**src/rtl/aux_seg_scanner_if.sv**
```systemverilog
// Display-side bundle for aux_seg_scanner: per-digit content and controls in,
// registered cathode/anode pin drives and the frame strobe out.
interface aux_seg_scanner_if #(
   parameter int DIGITS   = 8,
   parameter int PWM_BITS = 4
);
   logic [4*DIGITS-1:0] data_i;
   logic [DIGITS-1:0]   dp_i;
   logic [DIGITS-1:0]   blank_i;
   logic [DIGITS-1:0]   blink_i;
   logic                lz_en_i;
   logic [PWM_BITS-1:0] bright_i;
   logic [7:0]          seg_n_o;
   logic [DIGITS-1:0]   an_n_o;
   logic                frame_o;

   modport master (
      output data_i, dp_i, blank_i, blink_i, lz_en_i, bright_i,
      input  seg_n_o, an_n_o, frame_o
   );

   modport slave (
      input  data_i, dp_i, blank_i, blink_i, lz_en_i, bright_i,
      output seg_n_o, an_n_o, frame_o
   );
endinterface

```
**src/rtl/aux_seg_scanner.sv**
```systemverilog
// Multiplexed 7-segment scan driver: per-digit dp/blank/blink, leading-zero
// suppression, PWM brightness, anti-ghost guard and frame-coherent shadows.
module aux_seg_scanner #(
   parameter int DIGITS       = 8,
   parameter int SCAN_DIV     = 100000,
   parameter int GUARD        = 4,
   parameter int PWM_BITS     = 4,
   parameter int BLINK_FRAMES = 256
) (
   input logic              clk,
   input logic              rst_n,
   aux_seg_scanner_if.slave bus
);
   localparam int IDX_W = (DIGITS > 1) ? $clog2(DIGITS) : 1;
   localparam int PRE_W = $clog2(SCAN_DIV);
   localparam int BF_W  = (BLINK_FRAMES > 1) ? $clog2(BLINK_FRAMES) : 1;
   localparam logic [PRE_W-1:0] PRE_MAX   = PRE_W'(SCAN_DIV - 1);
   localparam logic [PRE_W-1:0] PRE_GUARD = PRE_W'(GUARD);
   localparam logic [IDX_W-1:0] IDX_MAX   = IDX_W'(DIGITS - 1);
   localparam logic [BF_W-1:0]  BF_MAX    = BF_W'(BLINK_FRAMES - 1);

   function automatic logic [6:0] glyph(input logic [3:0] nib);
      case (nib)
         4'h0: glyph = 7'h40;  4'h1: glyph = 7'h79;
         4'h2: glyph = 7'h24;  4'h3: glyph = 7'h30;
         4'h4: glyph = 7'h19;  4'h5: glyph = 7'h12;
         4'h6: glyph = 7'h02;  4'h7: glyph = 7'h78;
         4'h8: glyph = 7'h00;  4'h9: glyph = 7'h10;
         4'hA: glyph = 7'h08;  4'hB: glyph = 7'h03;
         4'hC: glyph = 7'h46;  4'hD: glyph = 7'h21;
         4'hE: glyph = 7'h06;  default: glyph = 7'h0E;
      endcase
   endfunction

   logic [PRE_W-1:0]    pre_q, pre_d;
   logic [IDX_W-1:0]    idx_q, idx_d;
   logic [PWM_BITS-1:0] pc_q, pc_d;
   logic [BF_W-1:0]     fcnt_q, fcnt_d;
   logic                phase_q, phase_d;
   logic                pend_q;

   logic [3:0]          nib_q [DIGITS];
   logic [DIGITS-1:0]   dp_s_q, blank_s_q, blink_s_q;
   logic                lz_s_q;
   logic [PWM_BITS-1:0] bright_s_q;

   logic [7:0]          seg_n_q, seg_n_d;
   logic [DIGITS-1:0]   an_n_q, an_n_d;
   logic                frame_q, frame_d;

   logic                wrap_slot, wrap_frame, load;
   logic [DIGITS-1:0]   lzs;
   logic                zero_run, vis, on, drive;

   assign wrap_slot  = (pre_q == PRE_MAX);
   assign wrap_frame = wrap_slot && (idx_q == IDX_MAX);
   assign load       = wrap_frame || pend_q;

   always_comb begin
      // NOTE: every variable gets a default before any branch, so no path leaves one unassigned and infers a latch.
      pre_d    = pre_q + 1'b1;
      idx_d    = idx_q;
      pc_d     = pc_q + 1'b1;
      fcnt_d   = fcnt_q;
      phase_d  = phase_q;
      frame_d  = wrap_frame;
      lzs      = '0;
      zero_run = lz_s_q;

      if (wrap_slot) begin
         pre_d = '0;
         idx_d = (idx_q == IDX_MAX) ? '0 : idx_q + 1'b1;
      end
      if (wrap_frame) begin
         if (fcnt_q == BF_MAX) begin
            fcnt_d  = '0;
            phase_d = ~phase_q;
         end else begin
            fcnt_d = fcnt_q + 1'b1;
         end
      end

      // A digit is a leading zero only if it and every digit above it are zero.
      for (int i = DIGITS - 1; i >= 0; i--) begin
         zero_run = zero_run & (nib_q[i] == 4'h0);
         lzs[i]   = zero_run & (i != 0);
      end

      vis   = ~blank_s_q[idx_q] & ~(blink_s_q[idx_q] & phase_q) & ~lzs[idx_q];
      on    = (bright_s_q == '1) | (pc_q < bright_s_q);
      drive = vis & on & (pre_q >= PRE_GUARD);

      seg_n_d = 8'hFF;
      an_n_d  = '1;
      if (drive) begin
         seg_n_d        = {~dp_s_q[idx_q], glyph(nib_q[idx_q])};
         an_n_d[idx_q]  = 1'b0;
      end
   end

   // NOTE: state is updated only with <=, so every always_comb reader sees the pre-edge value of each _q.
   always_ff @(posedge clk) begin
      if (!rst_n) begin
         pre_q      <= '0;
         idx_q      <= '0;
         pc_q       <= '0;
         fcnt_q     <= '0;
         phase_q    <= 1'b0;
         pend_q     <= 1'b1;
         // NOTE: the shadow array is cleared on reset so the first slot never decodes undefined data.
         for (int k = 0; k < DIGITS; k++) nib_q[k] <= '0;
         dp_s_q     <= '0;
         blank_s_q  <= '0;
         blink_s_q  <= '0;
         lz_s_q     <= 1'b0;
         bright_s_q <= '0;
         seg_n_q    <= 8'hFF;
         an_n_q     <= '1;
         frame_q    <= 1'b0;
      end else begin
         pre_q   <= pre_d;
         idx_q   <= idx_d;
         pc_q    <= pc_d;
         fcnt_q  <= fcnt_d;
         phase_q <= phase_d;
         pend_q  <= 1'b0;
         if (load) begin
            for (int k = 0; k < DIGITS; k++) nib_q[k] <= bus.data_i[4*k +: 4];
            dp_s_q     <= bus.dp_i;
            blank_s_q  <= bus.blank_i;
            blink_s_q  <= bus.blink_i;
            lz_s_q     <= bus.lz_en_i;
            bright_s_q <= bus.bright_i;
         end
         seg_n_q <= seg_n_d;
         an_n_q  <= an_n_d;
         frame_q <= frame_d;
      end
   end

   assign bus.seg_n_o = seg_n_q;
   assign bus.an_n_o  = an_n_q;
   assign bus.frame_o = frame_q;
endmodule

```
**src/flat_wrapper.sv**
```systemverilog
// flat-port wrapper written by rule: the top's interface ports become plain ports
module aux_seg_scanner_flat 
#(
   parameter int DIGITS       = 8,
   parameter int SCAN_DIV     = 100000,
   parameter int GUARD        = 4,
   parameter int PWM_BITS     = 4,
   parameter int BLINK_FRAMES = 256
)
  (clk, rst_n, bus_data_i, bus_dp_i, bus_blank_i, bus_blink_i, bus_lz_en_i, bus_bright_i, bus_seg_n_o, bus_an_n_o, bus_frame_o);
  aux_seg_scanner_if #(.DIGITS(DIGITS), .PWM_BITS(PWM_BITS)) bus_i ();
  input logic clk;
  input logic rst_n;
  input wire logic [$bits(bus_i.data_i)-1:0] bus_data_i;
  input wire logic [$bits(bus_i.dp_i)-1:0] bus_dp_i;
  input wire logic [$bits(bus_i.blank_i)-1:0] bus_blank_i;
  input wire logic [$bits(bus_i.blink_i)-1:0] bus_blink_i;
  input wire logic [$bits(bus_i.lz_en_i)-1:0] bus_lz_en_i;
  input wire logic [$bits(bus_i.bright_i)-1:0] bus_bright_i;
  output wire logic [$bits(bus_i.seg_n_o)-1:0] bus_seg_n_o;
  output wire logic [$bits(bus_i.an_n_o)-1:0] bus_an_n_o;
  output wire logic [$bits(bus_i.frame_o)-1:0] bus_frame_o;
  assign bus_i.data_i = bus_data_i;
  assign bus_i.dp_i = bus_dp_i;
  assign bus_i.blank_i = bus_blank_i;
  assign bus_i.blink_i = bus_blink_i;
  assign bus_i.lz_en_i = bus_lz_en_i;
  assign bus_i.bright_i = bus_bright_i;
  assign bus_seg_n_o = bus_i.seg_n_o;
  assign bus_an_n_o = bus_i.an_n_o;
  assign bus_frame_o = bus_i.frame_o;
  aux_seg_scanner #(.DIGITS(DIGITS), .SCAN_DIV(SCAN_DIV), .GUARD(GUARD), .PWM_BITS(PWM_BITS), .BLINK_FRAMES(BLINK_FRAMES)) u_core (.clk(clk), .rst_n(rst_n), .bus(bus_i));
endmodule
```
**config.mk**
```make
export PLATFORM = sky130hd
export DESIGN_NAME = aux_seg_scanner_flat
export DESIGN_NICKNAME = d
export VERILOG_FILES = /design/src/rtl/aux_seg_scanner_if.sv /design/src/rtl/aux_seg_scanner.sv /design/src/flat_wrapper.sv
export SDC_FILE = /design/constraint.sdc
export NUM_CORES = 1
export LEC_CHECK = 0
export ABC_CLOCK_PERIOD_IN_PS = 2800
export CORE_UTILIZATION = 45
export CTS_CLUSTER_DIAMETER = 200
export DETAILED_ROUTE_END_ITERATION = 8
export GPL_ROUTABILITY_DRIVEN = 1
export GPL_TIMING_DRIVEN = 0
export PLACE_DENSITY = 0.69
export SLEW_MARGIN = 20
export SYNTH_ARGS = -nofsm -noshare
export SYNTH_HDL_FRONTEND = slang
export SYNTH_SLANG_ARGS = --single-unit
```
**constraint.sdc**
```tcl
create_clock -name clk -period 2.8 [get_ports clk]
set_input_delay 0.56 -clock clk [delete_from_list [all_inputs] [get_ports clk]]
set_output_delay 0.56 -clock clk [all_outputs]
set_load 0.01 [all_outputs]
```
; ---- Word level (Yosys, flattened, before mapping)
; Memory sizes are Yosys's and may differ from the RTL's. A register that Yosys moved wholly into a read port is not among the register bits.
; Index checks and enable logic that the tools add are counted.
[classes]
n_addsub = 4
order_cmp = 4
eq_ne = 4
muxes = 26
n_bitwise = 28
n_reduce_logical = 14
[op_table]
columns = op, count
row1 = 4-bit two-way mux, 8
row2 = 4-bit logical NOT, 7
row3 = "17-bit by 1-bit adder with 17-bit output, second input constant", 1
row4 = "17-bit equality test, second input constant", 1
row5 = "17-bit by 3-bit >= comparator with 1-bit output, second input constant", 1
row6 = 1-bit bitwise AND, 12
row7 = 1-bit binary-select mux with 3-bit select, 4
row8 = 1-bit two-way mux, 9
row9 = 3-bit two-way mux, 3
row10 = 1-bit OR, 9
row11 = "8-bit by 1-bit adder with 8-bit output, second input constant", 1
row12 = "8-bit equality test, second input constant", 1
row13 = 8-bit two-way mux, 1
row14 = 8-bit inverter, 1
row15 = 1-bit inverter, 6
row16 = "4-bit by 1-bit adder with 4-bit output, second input constant", 1
row17 = "4-bit equality test, second input constant", 1
row18 = "3-bit by 4-bit < comparator with 1-bit output, second input constant", 1
row19 = 4-bit < comparator, 1
row20 = 2-bit AND reduction, 2
row21 = "3-bit by 1-bit adder with 3-bit output, second input constant", 1
row22 = 1-bit demux with 3-bit select, 1
row23 = "3-bit equality test, second input constant", 1
row24 = "3-bit by 1-bit >= comparator with 1-bit output, second input constant", 1
row25 = other kinds (4), 5
[word_totals]
register_bits = 80
ramBits = 32
mem_bits_ro = 112
in_bits = 63
out_inout_bits = 17
word_cells = 96
n_memories = 2
[mem_list]
columns = memory, words, word_bits, read_ports, rd_clocked_by_memory_dff, wr, line_no
row1 = (name not given), 16, 7, 1, 1, 0, aux_seg_scanner.sv:23  ; case (nib)
row2 = u_core.nib_q, 8, 4, 8, 1, 8, aux_seg_scanner.sv:42  ; logic [3:0] nib_q [DIGITS];

; ---- Logic depth before layout (Yosys ltp)
; An unclocked memory read counts as a cell.
[depth]
ltp_word = 17
depth_mapped = 9
ltp_nobuf = 8

; ---- Worst setup path before layout
; OpenSTA, ideal clock, no wires.
[synth_path]
path_type = flip-flop to flip-flop
startpoint = register u_core.pre_q[0]
endpoint = memory u_core.nib_q[0][0], enable pin
setup_time_ps = 387
arrival_ps = 2159
required_time_ps = 2413
path_slack_ps = 254
path_stages_with_launch = 8
n_path_buf = 1
period_less_slack_ps = 2546
path_cell_list = dfxtp_1 -> ha_1 -> and4_1 -> nand2_1 -> nor3_2 -> nor3_1 -> clkbuf_1 -> inv_1
[synth_lines]
columns = element, line_no
row1 = "start, declared", aux_seg_scanner.sv:35  ; logic [PRE_W-1:0] pre_q, pre_d;
row2 = "start signal, assigned", aux_seg_scanner.sv:121  ; pre_q <= pre_d;
row3 = "end, declared", aux_seg_scanner.sv:42

==> results.md <==
- P per Cell Area: 644 nW/µm²
- CTS tree: built
- # DRC: 0
- Longest Clk Path Bufs: 2
- Final WS setup: 0.165 ns
- Clk Latency, worst-skew pair: approximately 0.52 ns
- Ys Warns: 0
- Largest net degree at the start of global routing: 17
- P_leak: 2.51 nW
- Hold Vio Cnt, Final: 0
- Number of flops mapped to enable cells by yosys: 32
- Final Non-Filler Cells: 700
- Fin util: 61.0%
- DR WL/cell: 15.9 µm
- Hold_buf cts: 0
- Rows: 38
- Most frequent cells in the layout: dfxtp_1, clkdlybuf4s50_1, and2_1, nor2_1, edfxtp_1
- Total power: between 4 and 5 mW
- Seq/Total Area, Yosys: a little over half
- Number of DRC markers in iteration 0: 167
- Final period utilization: around 94%
- Distinct cells, synth: 52
- Place WS: -0.512 ns
- Die Width: roughly 110 µm
- Worst Tran Pin Value: 0.540 ns
- Hold Slack: 0.461 ns
- Syn Nets: 526
- Final Max Tran Viols: 0
- Final instance area: 6610 µm²
- Antenna fix cells: 0
- CP Class: reg2reg
- Syn Area/Cell: roughly 11 µm²
- H-tree depth: 4
- First-pass GRT wire length: 17,800 µm
- Placed Instances: 667
- Setup Viol. Count Final: 0
- Final Critical Period: around 2.6 ns
- Nature of the critical path startpoint: flip-flop
- Worst vdd ir: between 0.4 and 0.5 mV
- Cell area after placement: 5990 µm²
- FF+latch area: 2620 µm²
- #FFs+latches synth: ~120
- Total gr overflow: 0
- DP Wirelength: 8110 µm
- CTS Root Cell: clkbuf_8
- Post-Synthesis Cells: 448
- I/O pins: 80
- Slew HR: 63.6%
- Via count: between 3,000 and 4,000
- Status: completed
- Multi-input logic area: about 2200 µm²
- Crit end category: flip-flop
- # clock sinks: 115
- Layout cells sized above 1: 13.2%
- Die area: around 12,000 µm²
- Post-DRT Antenna Nets: 0
- Area growth, synth to finish: 31.5%
- RSZ-0062 raised after global routing: false
- Max Clock Freq: 0.380 GHz
- Total track usage: 20.5%
- Fin nets: 625
- Fraction of registers with async set/reset: 0%
- Initial DRT Pass Iterations: 7
- Synthesized area: between 5000 and 6000 µm²
- Total Neg Setup Slack: 0 ns
- WP data required: 2.97 ns
- Vias in the first global route: 3,660
- Max cap viols: 0
- Die H: 108 µm
- WL final: approximately 11,000 µm
- Core Region: 10,800 µm²
- Reg clk slew, reported paths: 0.05 ns
- Worst-path maximum fanout: 16
- Setup Skew: 0.00589 ns
- Cts bufs inserted: 17
- Vias/cell: roughly 5.3
- Fill cells: 918
- Post-synth top flop: dfxtp_1
- Initial Util: 46.4%
- Port bufs: 79
- Antenna violations before repair: 0
- CP arrival: ~2.8 ns
- Worst Hold Class: reg2reg
- Commonest non-fill, non-tap cell in the layout: dfxtp_1
- RePlAce Congestion: 0.799
flip-flops by register name, indices dropped and copies added (netlist names), named ones only:
register            cells
u_core.nib_q           32
u_core.pre_q           17
u_core.blank_s_q        8
u_core.blink_s_q        8
u_core.bus.an_n_o       8
u_core.bus.seg_n_o      8
u_core.dp_s_q           8
u_core.fcnt_q           8
u_core.bright_s_q       4
u_core.pc_q             4
u_core.idx_q            3
u_core.bus.frame_o      1
u_core.lz_s_q           1
u_core.pend_q           1
u_core.phase_q          1
worst max-delay path, cell delays in order, from the launching register on:
cell and delay (ns):
dfxtp_1 0.35, ha_1 0.25, and4_1 0.25, nand2_1 0.12, nor3_2 0.09, nor3_1 0.36
clkbuf_2 0.42, clkinvlp_4 0.43
final cells by class:
cell class / count / share of cell area (%)
buffer: 28 / 1.89
inverter: 16 / 0.966
multi-input combinational: 289 / 33.7
timing repair inverter: 1 / 0.114
sequential: 115 / 39.7
tap: 140 / 2.65
clock buffer: 18 / 6.65
timing repair buffer: 79 / 12.0
clock inverter: 14 / 2.39
power by group:
part	internal [mW]	leakage [nW]	switching [mW]	total, mW
sequential	1.78	1.03	0.0402	1.82
clock	1.40	0.294	0.750	2.15
combinational	0.166	1.18	0.120	0.286
total	3.34	2.51	0.910	4.25
repair_timing:
item,4_1_cts,5_1_grt
buffers inserted,0,0
gates cloned,1,0
pin swaps,0,0
gates resized for setup,3,2
endpoints found under the hold margin,0,0
endpoints found under the setup margin,32,2
routing by layer:
layer	track usage [%]	part of all wire (%)
met1	25.3	44
met2	34.4	50
met3	5.87	5.2
met4	6.75	0.72
met5	0	0
worst paths after layout:
kind                              startpoint                          endpoint  slack, ns  depth (start not counted)
setup / recovery  u_core.pre_q[0]$_SDFF_PP0_  u_core.nib_q[7][0]$_SDFFCE_PN0P_       0.17                          7
hold / removal     u_core.pc_q[0]$_SDFF_PN0_         u_core.pc_q[0]$_SDFF_PN0_       0.46                          1
setup reg to reg  u_core.pre_q[0]$_SDFF_PP0_  u_core.nib_q[7][0]$_SDFFCE_PN0P_       0.17                          7
hold reg to reg    u_core.pc_q[0]$_SDFF_PN0_         u_core.pc_q[0]$_SDFF_PN0_       0.46                          1
cells by family after synthesis:
group	Yosys count	synth area share [%]
flops	115	52.2
simple gates	154	17.5
mux	28	8.76
xor+xnor	21	3.66
fa+ha+maj	15	3.74
buf+inv	44	3.66
compound gates	71	10.5
synth_stat cells (all sizes together), types with 12 or more instances:
| cell type | n | area share, % |
|---|---|---|
| and2 | 33 | 4.1 |
| a22o | 29 | 5.1 |
| buf | 14 | 1.4 |
| nand2 | 12 | 0.95 |
| dfxtp | 83 | 33 |
| a21oi | 12 | 1.2 |
| nand3 | 22 | 2.3 |
| ha | 15 | 3.7 |
| mux4 | 12 | 5.4 |
| nor4 | 13 | 1.9 |
| nor2 | 33 | 2.5 |
| clkbuf | 14 | 1.0 |
| edfxtp | 32 | 19 |
| inv | 16 | 1.2 |
(Power assumes the default switching activity.)
